`src/rtl/axi_rd_arbiter_if.sv`:
```
// AXI read address / read data channel bundle between the read arbiter and the
// AXI slave. The arbiter drives AR and rready; the slave drives arready and R.
interface axi_rd_arbiter_if;
  logic [3:0]  arid;
  logic [31:0] araddr;
  logic [2:0]  arsize;
  logic        arvalid;
  logic        arready;
  logic [3:0]  rid;
  logic [31:0] rdata;
  logic        rvalid;
  logic        rready;

  modport master (
    output arid, araddr, arsize, arvalid, rready,
    input  arready, rid, rdata, rvalid
  );

  modport slave (
    input  arid, araddr, arsize, arvalid, rready,
    output arready, rid, rdata, rvalid
  );
endinterface

```
`src/rtl/axi_rd_arbiter.sv`:
```
// Read-side scheduler: round-robin AR grant between instruction fetch and data
// load, per-ID outstanding limit, R routing by rid, and a pending-write address
// queue that holds back data loads hitting a write still awaiting its B response.
module axi_rd_arbiter #(
  parameter int MAX_OS   = 2,
  parameter int WQ_DEPTH = 4
) (
  input  logic        clk,
  input  logic        rst,
  input  logic        inst_req,
  input  logic [31:0] inst_addr,
  output logic        inst_addr_ok,
  output logic        inst_data_ok,
  output logic [31:0] inst_rdata,
  input  logic        data_req,
  input  logic [31:0] data_addr,
  input  logic [1:0]  data_size,
  output logic        data_addr_ok,
  output logic        data_data_ok,
  output logic [31:0] data_rdata,
  input  logic        wr_issue,
  input  logic [31:0] wr_issue_addr,
  input  logic        wr_done,
  output logic        wq_full,
  axi_rd_arbiter_if.master axi
);

  localparam int PW = $clog2(WQ_DEPTH);
  localparam int CW = PW + 1;

  typedef enum logic {IDLE = 1'b0, AR_WAIT = 1'b1} state_t;
  typedef enum logic {OWN_INST = 1'b0, OWN_DATA = 1'b1} owner_t;

  state_t      state_q, state_d;
  owner_t      owner_q, last_grant_q;
  logic [31:0] addr_q;
  logic [2:0]  size_q;
  logic [1:0]  os_inst_q, os_data_q;

  logic [29:0]   wq_mem [WQ_DEPTH];
  logic [PW-1:0] wq_wr_ptr, wq_rd_ptr;
  logic [CW-1:0] wq_count;
  logic [PW-1:0] slot_off;

  logic       hazard, inst_elig, data_elig;
  logic       grant, grant_data;
  logic [2:0] data_arsize;
  logic       inst_ar_done, data_ar_done, inst_r, data_r;
  logic       push_en, pop_en;

  // Saturating outstanding counter: simultaneous +1/-1 cancels, never below 0.
  function automatic logic [1:0] next_os(input logic [1:0] cur, input logic inc,
                                         input logic dec);
    logic [1:0] res;
    res = cur;
    if (inc && !dec)
      res = cur + 2'd1;
    else if (dec && !inc && cur != 2'd0)
      res = cur - 2'd1;
    return res;
  endfunction

  // Size 3 is treated as a word access.
  assign data_arsize = (data_size == 2'd3) ? 3'd2 : {1'b0, data_size};

  // Hazard: data word address matches any occupied queue slot.
  always_comb begin
    // NOTE: every variable written here gets a default first, so no path can
    // leave it unassigned and infer a latch.
    hazard   = 1'b0;
    slot_off = '0;
    for (int i = 0; i < WQ_DEPTH; i++) begin
      slot_off = PW'(i) - wq_rd_ptr;
      if ({1'b0, slot_off} < wq_count && wq_mem[i] == data_addr[31:2])
        hazard = 1'b1;
    end
  end

  assign inst_elig = inst_req && (os_inst_q < 2'(MAX_OS));
  assign data_elig = data_req && (os_data_q < 2'(MAX_OS)) && !hazard;

  // Next-state, grant selection and AR/addr_ok outputs.
  always_comb begin
    state_d      = state_q;
    grant        = 1'b0;
    grant_data   = 1'b0;
    inst_addr_ok = 1'b0;
    data_addr_ok = 1'b0;
    axi.arvalid  = 1'b0;
    unique case (state_q)
      IDLE: begin
        if (inst_elig || data_elig) begin
          grant      = 1'b1;
          grant_data = data_elig && (!inst_elig || last_grant_q == OWN_INST);
          state_d    = AR_WAIT;
        end
      end
      AR_WAIT: begin
        axi.arvalid = 1'b1;
        if (axi.arready) begin
          state_d      = IDLE;
          inst_addr_ok = (owner_q == OWN_INST);
          data_addr_ok = (owner_q == OWN_DATA);
        end
      end
      default: state_d = IDLE;
    endcase
  end

  // FSM state register.
  always_ff @(posedge clk) begin
    // NOTE: sequential state uses non-blocking assignments so every register
    // samples pre-edge values regardless of statement order.
    if (rst) state_q <= IDLE;
    else     state_q <= state_d;
  end

  // Latch the granted request; held stable for the whole AR_WAIT.
  always_ff @(posedge clk) begin
    if (rst) begin
      owner_q      <= OWN_INST;
      last_grant_q <= OWN_INST;
      addr_q       <= '0;
      size_q       <= '0;
    end else if (grant) begin
      owner_q      <= grant_data ? OWN_DATA : OWN_INST;
      last_grant_q <= grant_data ? OWN_DATA : OWN_INST;
      addr_q       <= grant_data ? data_addr : inst_addr;
      size_q       <= grant_data ? data_arsize : 3'd2;
    end
  end

  assign axi.araddr = addr_q;
  assign axi.arsize = size_q;
  assign axi.arid   = {3'b000, owner_q == OWN_DATA};
  assign axi.rready = 1'b1;

  assign inst_ar_done = (state_q == AR_WAIT) && axi.arready && (owner_q == OWN_INST);
  assign data_ar_done = (state_q == AR_WAIT) && axi.arready && (owner_q == OWN_DATA);
  assign inst_r       = axi.rvalid && (axi.rid == 4'd0);
  assign data_r       = axi.rvalid && (axi.rid == 4'd1);

  assign inst_data_ok = inst_r;
  assign data_data_ok = data_r;
  assign inst_rdata   = axi.rdata;
  assign data_rdata   = axi.rdata;

  // Outstanding read counters per ID.
  always_ff @(posedge clk) begin
    if (rst) begin
      os_inst_q <= '0;
      os_data_q <= '0;
    end else begin
      os_inst_q <= next_os(os_inst_q, inst_ar_done, inst_r);
      os_data_q <= next_os(os_data_q, data_ar_done, data_r);
    end
  end

  // Writes complete in order, so the queue is a plain FIFO of word addresses.
  assign wq_full = (wq_count == CW'(WQ_DEPTH));
  assign pop_en  = wr_done && (wq_count != '0);
  assign push_en = wr_issue && (!wq_full || pop_en);

  // Queue pointers and occupancy.
  always_ff @(posedge clk) begin
    if (rst) begin
      wq_wr_ptr <= '0;
      wq_rd_ptr <= '0;
      wq_count  <= '0;
    end else begin
      if (push_en) wq_wr_ptr <= wq_wr_ptr + PW'(1);
      if (pop_en)  wq_rd_ptr <= wq_rd_ptr + PW'(1);
      if (push_en && !pop_en)      wq_count <= wq_count + CW'(1);
      else if (pop_en && !push_en) wq_count <= wq_count - CW'(1);
    end
  end

  // Queue storage.
  always_ff @(posedge clk) begin
    // NOTE: storage is not reset; occupancy alone decides which slots are live,
    // so stale contents are never compared.
    if (push_en) wq_mem[wq_wr_ptr] <= wr_issue_addr[31:2];
  end

endmodule

```
`src/flat_wrapper.sv`:
```
// flat-port wrapper written by rule: the top's interface ports become plain ports
module axi_rd_arbiter_flat 
#(
  parameter int MAX_OS   = 2,
  parameter int WQ_DEPTH = 4
)
  (clk, rst, inst_req, inst_addr, inst_addr_ok, inst_data_ok, inst_rdata, data_req, data_addr, data_size, data_addr_ok, data_data_ok, data_rdata, wr_issue, wr_issue_addr, wr_done, wq_full, axi_arid, axi_araddr, axi_arsize, axi_arvalid, axi_rready, axi_arready, axi_rid, axi_rdata, axi_rvalid);
  axi_rd_arbiter_if axi_i ();
  input  logic clk;
  input  logic rst;
  input  logic inst_req;
  input  logic [31:0] inst_addr;
  output logic inst_addr_ok;
  output logic inst_data_ok;
  output logic [31:0] inst_rdata;
  input  logic data_req;
  input  logic [31:0] data_addr;
  input  logic [1:0] data_size;
  output logic data_addr_ok;
  output logic data_data_ok;
  output logic [31:0] data_rdata;
  input  logic wr_issue;
  input  logic [31:0] wr_issue_addr;
  input  logic wr_done;
  output logic wq_full;
  output wire logic [$bits(axi_i.arid)-1:0] axi_arid;
  output wire logic [$bits(axi_i.araddr)-1:0] axi_araddr;
  output wire logic [$bits(axi_i.arsize)-1:0] axi_arsize;
  output wire logic [$bits(axi_i.arvalid)-1:0] axi_arvalid;
  output wire logic [$bits(axi_i.rready)-1:0] axi_rready;
  input wire logic [$bits(axi_i.arready)-1:0] axi_arready;
  input wire logic [$bits(axi_i.rid)-1:0] axi_rid;
  input wire logic [$bits(axi_i.rdata)-1:0] axi_rdata;
  input wire logic [$bits(axi_i.rvalid)-1:0] axi_rvalid;
  assign axi_arid = axi_i.arid;
  assign axi_araddr = axi_i.araddr;
  assign axi_arsize = axi_i.arsize;
  assign axi_arvalid = axi_i.arvalid;
  assign axi_rready = axi_i.rready;
  assign axi_i.arready = axi_arready;
  assign axi_i.rid = axi_rid;
  assign axi_i.rdata = axi_rdata;
  assign axi_i.rvalid = axi_rvalid;
  axi_rd_arbiter #(.MAX_OS(MAX_OS), .WQ_DEPTH(WQ_DEPTH)) u_core (.clk(clk), .rst(rst), .inst_req(inst_req), .inst_addr(inst_addr), .inst_addr_ok(inst_addr_ok), .inst_data_ok(inst_data_ok), .inst_rdata(inst_rdata), .data_req(data_req), .data_addr(data_addr), .data_size(data_size), .data_addr_ok(data_addr_ok), .data_data_ok(data_data_ok), .data_rdata(data_rdata), .wr_issue(wr_issue), .wr_issue_addr(wr_issue_addr), .wr_done(wr_done), .wq_full(wq_full), .axi(axi_i));
endmodule
```
`config.mk`:
```
export PLATFORM = sky130hd
export DESIGN_NAME = axi_rd_arbiter_flat
export DESIGN_NICKNAME = d
export VERILOG_FILES = /design/src/rtl/axi_rd_arbiter_if.sv /design/src/rtl/axi_rd_arbiter.sv /design/src/flat_wrapper.sv
export SDC_FILE = /design/constraint.sdc
export NUM_CORES = 1
export LEC_CHECK = 0
export ABC_AREA = 1
export CORE_MARGIN = 1.5
export CORE_UTILIZATION = 44
export DETAILED_ROUTE_END_ITERATION = 6
export PLACE_DENSITY = 0.89
export SKIP_LAST_GASP = 1
export SYNTH_ARGS = -nofsm -noshare
export SYNTH_HDL_FRONTEND = slang
export SYNTH_SLANG_ARGS = --single-unit
```
`constraint.sdc`:
```
create_clock -name clk -period 2.22 [get_ports clk]
set_input_delay 0.222 -clock clk [delete_from_list [all_inputs] [get_ports clk]]
set_output_delay 0.222 -clock clk [all_outputs]
set_load 0.01 [all_outputs]
```
Yosys cells after proc, flatten, opt, wreduce, memory -nomap -nowiden:

Memories as Yosys holds them, arrays and structs flattened.
Cells that the tools add are included.

* reductions and logical operators: 42
* add/subtract/negate cells: 12
* equality and inequality tests: 7
* bitwise logic cells: 2
* multiplexer cells: 27
* $lt $le $gt $ge: 6

Operators with widths (number)
* 30-bit == test: 4
* 32-bit two-way mux: 1
* 1-bit logical AND: 23
* 1-bit two-way mux: 17
* 2-bit by 3-bit less-than comparator with 1-bit output: 4
* 2-bit two-way mux: 5
* 2-bit nonzero test: 5
* 1-bit zero test: 9
* 3-bit two-way mux: 3
* 2-bit by 1-bit adder with 2-bit output, second input constant: 4
* 4-bit by 1-bit == test with 1-bit output, second input constant: 1
* 4-bit zero test: 1
* 2-bit less-than comparator, second input constant: 2
* 1-bit by 2-bit subtractor with 2-bit output, first input constant: 2
* 2-bit by 1-bit subtractor with 2-bit output, second input constant: 2
* 2-bit subtractor, first input constant: 2
* 3-bit by 1-bit adder with 3-bit output, second input constant: 1
* 3-bit == test, second input constant: 1
* 1-bit logical OR: 3
* 3-bit nonzero test: 1
* 3-bit by 1-bit subtractor with 3-bit output, second input constant: 1
* 2-bit == test, second input constant: 1
* 1-bit inverter: 2
* 1-bit one-hot mux with 2 select lines: 1

* input bits: 142
* memories: 1
* bits in writable memories: 120
* bits in registers: 48

Memory list
* u_core.wq_mem: depth 4, bits a word 30, rd ports 4, clocked after Yosys merged registers in 0, write ports 1, line axi_rd_arbiter.sv:40 `logic [29:0] wq_mem [WQ_DEPTH];`

Depth between registers and ports, before layout:

Gate-level depths: netlist of run 1.

* word-level depth: 13
* mapped depth: 18

Least setup slack after synthesis of run 1:

No wires, ideal clock.

* path type: flip-flop to flip-flop
* start point: register u_core.wq_count[0]
* end point: memory u_core.wq_mem[0][0] (enable)
* arrival: 2.077 ns
* path slack: -0.274 ns
* stages on the path, launching flop included: 5
* clock period less this slack: 2.494 ns
* path through: dfxtp_1 nor3_1 nand2_1 nand2_1 nor2_1

* word-level cells in the longest chain between the ends: 6
* elaborated cells on any way between the ends: 8

Ends and longest elaborated chain
* start, declared: line axi_rd_arbiter.sv:42 `logic [CW-1:0] wq_count;`
* start signal, assigned: line axi_rd_arbiter.sv:173 `if (push_en && !pop_en) wq_count <= wq_count + CW'(1);`
* start signal, assigned: line axi_rd_arbiter.sv:174 `else if (pop_en && !push_en) wq_count <= wq_count - CW'(1);`
* 3-bit == test: line axi_rd_arbiter.sv:160 `assign wq_full = (wq_count == CW'(WQ_DEPTH));`
* via wq_full: line flat_wrapper.sv:25 `output logic wq_full;`
* 1-bit zero test: line axi_rd_arbiter.sv:162 `assign push_en = wr_issue && (!wq_full || pop_en);`
* 1-bit logical OR: line axi_rd_arbiter.sv:162
* 1-bit logical AND: line axi_rd_arbiter.sv:162
* 1-bit two-way mux: line axi_rd_arbiter.sv:182 `if (push_en) wq_mem[wq_wr_ptr] <= wr_issue_addr[31:2];`
* 1-bit two-way mux (implied by the code): line axi_rd_arbiter.sv:182
* end, declared: line axi_rd_arbiter.sv:40

The timed path passes the listed nets, and every way through them passes these cells.

Final worst setup path of run 1:

* start point: register u_core.wq_rd_ptr[1]
* end point: register u_core.addr_q[27], in the netlist u_core.axi.araddr[27]

* word-level cells in the longest chain between the ends: 13
* elaborated cells on any way between the ends: 25

Ends and longest elaborated chain
* start, declared: line axi_rd_arbiter.sv:41 `logic [PW-1:0] wq_wr_ptr, wq_rd_ptr;`
* start signal, assigned: line axi_rd_arbiter.sv:172 `if (pop_en) wq_rd_ptr <= wq_rd_ptr + PW'(1);`
* 1-bit by 2-bit subtractor with 2-bit output: line axi_rd_arbiter.sv:73 `slot_off = PW'(i) - wq_rd_ptr;`
* 2-bit by 3-bit less-than comparator with 1-bit output: line axi_rd_arbiter.sv:74 `if ({1'b0, slot_off} < wq_count && wq_mem[i] == data_addr[31:2])`
* 1-bit logical AND: line axi_rd_arbiter.sv:74
* 1-bit two-way mux (3 in series): line axi_rd_arbiter.sv:74
* 1-bit two-way mux *: line axi_rd_arbiter.sv:74
* 1-bit zero test *: line axi_rd_arbiter.sv:80 `assign data_elig = data_req && (os_data_q < 2'(MAX_OS)) && !hazard;`
* 1-bit logical AND *: line axi_rd_arbiter.sv:80
* 1-bit logical AND / 1-bit logical OR (equally long branches): line axi_rd_arbiter.sv:94, axi_rd_arbiter.sv:92
* 1-bit two-way mux: line axi_rd_arbiter.sv:92 `if (inst_elig || data_elig) begin`
* 1-bit two-way mux: line axi_rd_arbiter.sv:90 `unique case (state_q)`
* 32-bit two-way mux: line axi_rd_arbiter.sv:128 `addr_q <= grant_data ? data_addr : inst_addr;`
* end signal, assigned: line axi_rd_arbiter.sv:128
* end, declared: line axi_rd_arbiter.sv:36 `logic [31:0] addr_q;`

Mark *: on every way between the ends. The rest lies on a longest branch, timed or not.
A chain may end at the register's enable or synchronous reset.

==> results of run 1 <==
## worst max-delay path: cells and delay by family (launching register included)
family                   cells  cell delay (ns)
AND/OR/NAND/NOR              9             0.84
flip-flops                   1             0.36
AO/OA/AOI/OAI                2             0.31
adder cells (fa/ha/maj)      1             0.26
buffers and inverters        2             0.22
XOR/XNOR                     1             0.16
## worst min-delay path by stage
stage               cells past startpoint                 from              endpoint
CTS                                     3         data_size[0]  u_core.axi.arsize[0]
finish                                  3         data_size[0]  u_core.axi.arsize[0]
floorplan                               0     wr_issue_addr[2]   u_core.wq_mem[0][0]
global route                            3         data_size[0]  u_core.axi.arsize[0]
global placement                        1  u_core.os_inst_q[0]   u_core.os_inst_q[0]
detailed placement                      0        axi_rdata[30]        data_rdata[30]
## flip-flops by register name, indices dropped and copies added, names as in the netlist, 2 cells and up
register / cells
u_core.os_inst_q: 2
u_core.wq_count: 3
u_core.wq_rd_ptr: 2
u_core.axi.araddr: 32
u_core.axi.arsize: 2
u_core.os_data_q: 2
u_core.wq_wr_ptr: 2
u_core.wq_mem: 120
## power groups by stage
stage	clock [µW]	combinational (µW)	sequential [µW]
floorplan	0	1060	3870
global placement	0	1730	3840
detailed placement	0	1790	3850
CTS	2810	1840	3800
global route	2930	2130	3830
finish	2750	1910	3800
## cell families after synthesis
family | count (synthesis) | synth area share
buffers and inverters | 229 | 0.139
adder cells (fa/ha/maj) | 10 | 0.0153
other | 2 | 0.000868
XOR/XNOR | 102 | 0.103
flip-flops | 167 | 0.525
AND/OR/NAND/NOR | 421 | 0.196
AO/OA/AOI/OAI | 30 | 0.0200
## synthesized netlist by cell type
library cell,count
a21boi_0,1
clkbuf_1,8
nand3_1,47
buf_2,21
clkbuf_2,8
nand4_1,10
nor2_1,165
or2_0,3
nor2_2,1
fa_1,1
o211ai_1,1
a211oi_1,2
conb_1,2
a22oi_1,1
xnor2_1,49
inv_1,106
nand2_1,189
o21ai_0,9
clkinv_1,1
dfxtp_1,47
nand2_4,2
nand3_2,1
edfxtp_1,120
a31oi_1,2
xor2_1,53
ha_1,9
inv_2,7
a21oi_1,12
nor3_1,3
buf_6,4
buf_4,74
a2111oi_0,2
## cell usage in the layout (no fill, tap or decap), drive strengths merged, types with 5 or more instances in the layout
cell type      netlist  layout
dfxtp               47      47
buf                 99      63
nand4               10      10
conb                 2       5
ha                   9       9
clkbuf              16      22
nor2               166     166
clkdlybuf4s50        0     148
xor2                53      53
a21oi               12      12
nand2              191     191
xnor2               49      49
o21ai                9       9
inv                113     116
clkinv               1       5
edfxtp             120     120
nand3               48      48
## routing by layer
| metal | GRT usage | routed length (µm) |
|---|---|---|
| met1 | 0.230 | 8000 |
| met2 | 0.401 | 11600 |
| met3 | 0.0597 | 1690 |
| met4 | 0.0892 | 512 |
| met5 | 0 | 0 |
## per-stage QoR
stage | std cells | total power (µW) | instance area [µm²] | setup WS, ns | setup TNS [ns]
4_1_cts | 1357 | 8450 | 10900 | -0.0915 | -2.32
3_5_place_dp | 1325 | 5650 | 10300 | -0.268 | -8.88
6_report | 1358 | 8470 | 11000 | -0.0416 | -0.567
3_3_place_gp | 1325 | 5570 | 10300 | -0.213 | -6.91
2_1_floorplan | 964 | 4930 | 8660 | -0.274 | -32.85
5_1_grt | 1358 | 8890 | 11000 | -0.256 | -7.48
## final cells by class
class,count,area (µm²)
Timing Repair Buffer,212,2150
Clock inverter,11,100
Tap cell,265,332
Clock buffer,21,440
Multi-Input combinational cell,568,3040
Sequential cell,167,4550
Inverter,114,428
Fill cell,1628,8360
## repair_timing
item                       CTS  global route
setup buffers                0             0
pin swaps                    6            19
resized for setup           13            27
gates cloned                 0             1
setup endpoints to repair   36            37
==> reports/qor.yml, run 1 <==
layout:
  diodes: 0
  final_util: 0.569
  nets: 1232
  area_growth_pct: 27.6
  drive_gt1_frac: 0.121
timing:
  skew_ns: 0.0122
  finalCritPeriodShare: 1.02
  timing.hold.ws_ns: 0.371
  timing.final.hold_violations: 0
  period_minus_slack_ns: 2.26
  maxSlewHeadroom: 0.641
  final-setup-viol-count: 32
  drv_slew: 0
  max_freq_ghz: 0.442
  finalWorstSetupSlack_ns: -0.0416
  rsz0062_at_grt: "true"
  timing_worst_slew_pin_value_ns: 0.537
power:
  powerDensity_mw_per_mm2: 767
  power.share.clock: 0.325
  ir_drop_uv: 525
  leakagePower_uw: 0.00459
  seq_power_share: 0.449
  comb_power_share: 0.226
  switching_share: 0.275
  power.internal_uw: 6140
  switchingPower_uw: 2330
critical_path:
  rr_endpoint: "u_core.axi.araddr[27]"
  worstReg2RegStart: "u_core.wq_rd_ptr[1]"
  crit_path_start: "u_core.wq_rd_ptr[1]"
  r2r_slack_ns: -0.04
  worstPathCellList: "xor2_2 -> inv_1 -> ha_1 -> a21boi_2 -> o21ai_1 -> nand4_1 -> nor2_1 -> nor2_2 -> nand2_2 -> nand2_4 -> nand2_8 -> buf_12 -> nand2_1 -> nand2_1 -> nor2_1"
  critical_path.endpoint: "u_core.axi.araddr[27]"
  worstPathArrival_ns: 2.58
  path_class: "reg2reg"
  cp_data_required_time_ns: 2.54
  r2r_cells: 15
  critPathSlowestCell: "dfxtp_2"
  worstPathMaxFanout: 9
  end_kind: "flip-flop"
  start_kind: "flip-flop"
  max_stage_delay_ns: 0.36
grt:
  grt_pass1_vias: 6335
  grt.overflow.total: 0
  track_usage: 0.216
  grt_start_max_net_pins: 35
  grt_pass1_wl_um: 32800
  antenna_found_initial: 0
synth:
  synth.ff_latch_count: 167
  synth_area_leaders: "edfxtp_1 (42%), dfxtp_1 (11%), nand2_1 (8.2%)"
  synth_area_mm2: 0.00865
  synth.avg_cell_area_um2: 9.00
  ys_warn_count: 0
  synth_largest_area_cell: "edfxtp_1"
  synth_cell_types: 32
  seq_area_frac_synth: 0.525
  yosys.area.top_type_share: 0.416
  syn_inst: 961
clock_tree:
  cts_tree: "built"
  clock_latency_ns: 0.42
  clk_path_buf_depth: 2
  cts.sinks: 167
  cts_htree_levels: 4
  cts_hold_buf: 0
  cts_made_buffers: 17
  cts.clk_slew.worst_paths_ns: 0.07
  cts-root-buf: "clkbuf_16"
place:
  hpwl_um: 16400
  place_congestion: 0.779
  numPortBuffers: 148
floorplan:
  dieWidth_um: 143
  die-area_mm2: 0.0205
  io_pins: 252
  rows: 51
  die_h_um: 143
  start_util: 0.446
  core_area_mm2: 0.0194
status:
  run_status: "finished with violations"
  violations: "negative setup slack"
drt:
  drc: 0
  via_per_inst: 4.71
  wl_per_cell_um: 16.1
  routed_wl_um: 21800
  antenna_left: 0
  first_pass_iters: 5
  via_count: 6399
  dr.first_iter.drc_count: 314
min_path:
  hp-class: "in2reg"
flow_run:
  max-cap-violations: 0
No activity file was read; power rests on OpenSTA's default activity.
==> inputs of run 2 (changes only) <==
--- a/config.mk
+++ b/config.mk
@@ -6,10 +6,12 @@
 export NUM_CORES = 1
 export LEC_CHECK = 0
 export ABC_AREA = 1
+export CAP_MARGIN = 10
 export CORE_MARGIN = 1.5
 export CORE_UTILIZATION = 44
 export DETAILED_ROUTE_END_ITERATION = 6
 export PLACE_DENSITY = 0.89
+export SETUP_SLACK_MARGIN = 0.4
 export SKIP_LAST_GASP = 1
 export SYNTH_ARGS = -nofsm -noshare
 export SYNTH_HDL_FRONTEND = slang
==> reports/qor.yml, run 2 (synthesized netlist as in run 1, its figures left out) <==
status:
  run_status: "finished with violations"
  violations: "negative setup slack"
timing:
  finalCritPeriodShare: 1.06  # +0.0429
  max_freq_ghz: 0.424  # -4.0%
  drv_slew: 0  # unchanged
  period_minus_slack_ns: 2.36  # +0.0953 ns
  finalWorstSetupSlack_ns: -0.137  # -0.0953 ns
  maxSlewHeadroom: 0.648  # +0.00624
  skew_ns: 0.0115  # -0.000759 ns
  timing.final.hold_violations: 0  # unchanged
  rsz0062_at_grt: "true"
  timing.hold.ws_ns: 0.385  # +0.0135 ns
  final-setup-viol-count: 37  # +16%
  timing_worst_slew_pin_value_ns: 0.528  # -0.00876 ns
clock_tree:
  clock_latency_ns: 0.43  # about the same
  cts.clk_slew.worst_paths_ns: 0.07  # about the same
  cts_htree_levels: 4  # unchanged
  cts-root-buf: "clkbuf_16"
  cts_made_buffers: 17  # unchanged
  cts.sinks: 167  # unchanged
  clk_path_buf_depth: 2  # unchanged
  cts_tree: "built"
critical_path:
  critPathTopFamily: "buffers and inverters"
  max_stage_delay_ns: 0.36  # about the same
  crit_top_cell: "buf_4"
  end_kind: "flip-flop"
  path_class: "reg2reg"
  critPathSlowestCell: "dfxtp_2"
  worstPathMaxFanout: 2  # -7
  worstPathArrival_ns: 2.72  # +0.14 ns
  start_kind: "flip-flop"
  path_buf_inv: 14  # +12
  cp_data_required_time_ns: 2.58  # +0.04 ns
  worstPathCellList: "xor2_2 -> inv_2 -> buf_4 -> buf_6 -> buf_4 -> buf_4 -> buf_4 -> buf_4 -> buf_4 -> buf_6 -> buf_4 -> buf_4 -> buf_4 -> buf_4 -> buf_4 -> a21oi_2"
flow_run:
  max-cap-violations: 0  # unchanged
layout:
  layout_commonest_cell: "nand2_1"
  fin_cells: 1376  # +1.3%
  area_growth_pct: 31.4
  regMostFlops: "u_core.wq_mem"
  drive_gt1_frac: 0.161  # +0.0403
  largest_reg_flops: 120  # unchanged
  diodes: 0  # unchanged
  mostFrequentLayoutCells: "nand2_1 (170), nor2_1 (155), clkdlybuf4s50_1 (143)"
  nets: 1250  # +1.5%
power:
  powerDensity_mw_per_mm2: 835  # +8.9%
  leakagePower_uw: 0.00482  # +4.9%
  ir_drop_uv: 503  # -4.1%
floorplan:
  io_pins: 252  # unchanged
  die_h_um: 143  # unchanged
  core_area_mm2: 0.0194  # unchanged
  dieWidth_um: 143  # unchanged
  start_util: 0.446  # unchanged
  die-area_mm2: 0.0205  # unchanged
  rows: 51  # unchanged
drt:
  first_pass_iters: 5  # unchanged
  dr.first_iter.drc_count: 428  # +36%
  via_per_inst: 4.81  # +2.1%
  wl_per_cell_um: 17.6  # +9.2%
  antenna_left: 0  # unchanged
  drc: 0  # unchanged
  routed_wl_um: 24200  # +11%
  via_count: 6617  # +3.4%
grt:
  grt.overflow.total: 0  # unchanged
  grt_start_max_net_pins: 40  # +14%
  grt_pass1_wl_um: 34700  # +5.8%
  antenna_found_initial: 1  # +1
  grt_pass1_vias: 6574  # +3.8%
  track_usage: 0.230  # +0.0134
place:
  post-place-cells: 1319  # -0.45%
  hpwl_um: 16600  # +1.4%
  numPortBuffers: 148  # unchanged
  place_congestion: 0.810  # +4.0%
  place_ws_ns: -0.318  # -0.0509 ns
min_path:
  hp-class: "in2reg"
==> run 2: worst reg2reg max path, delay by kind of cell, from the launching register on <==
kind / cells / cell delay, ns
xor+xnor: 1 / 0.20
compound gates: 1 / 0.09
flops: 1 / 0.36
buf+inv: 14 / 1.64
==> run 2: worst paths after layout <==
path	start	to	slack, ns	cells after the start
worst max register to register	u_core.wq_rd_ptr[1]	u_core.wq_rd_ptr[1]	-0.14	16
worst min-delay path	data_size[0]	u_core.axi.arsize[0]	0.38	3
worst min register to register	u_core.os_inst_q[0]	u_core.os_inst_q[0]	0.46	1
worst max-delay path	u_core.wq_rd_ptr[1]	u_core.wq_rd_ptr[1]	-0.14	16
==> run 2: power breakdown <==
| part | internal (µW) | switching [µW] |
|---|---|---|
| logic | 1260 | 1190 |
| clock network | 1920 | 1290 |
| registers | 3660 | 174 |
| total | 6840 | 2660 |
==> run 2: cell type report <==
cell class / count / area, µm²
Clock inverter: 15 / 213
Sequential cell: 167 / 4560
Timing Repair Buffer: 230 / 2290
Tap cell: 265 / 332
Clock buffer: 17 / 425
Multi-Input combinational cell: 568 / 3120
Inverter: 114 / 435
Fill cell: 1560 / 8030
==> run 2: timing repair <==
action	4_1_cts	5_1_grt
pin swaps	4	25
setup buffers	14	8
endpoints found under the setup margin	42	42
cloned	1	2
hold buffers	0	0
resized for setup	31	37
==> run 2: through the flow <==
step | setup TNS [ns] | utilization | total power (µW) | cell area, µm²
6_report | -2.94 | 0.586 | 9500 | 11400
5_1_grt | -7.04 | 0.586 | 9880 | 11400
4_1_cts | -0.0338 | 0.574 | 9180 | 11100
3_5_place_dp | -9.79 | 0.530 | 5650 | 10300
3_3_place_gp | -8.01 | 0.530 | 5570 | 10300
2_1_floorplan | 0 | - | 4960 | 8710
==> run 2: routing by layer <==
layer | global-route usage | routed length [µm] | share of wire | vias to the layer above
met3 | 0.0677 | 1820 | 0.075 | 45
li1 | - | - | - | 3188
met5 | 0.00251 | 0 | 0 | -
met2 | 0.423 | 12600 | 0.52 | 296
met4 | 0.115 | 832 | 0.034 | 0
met1 | 0.236 | 8880 | 0.37 | 3088
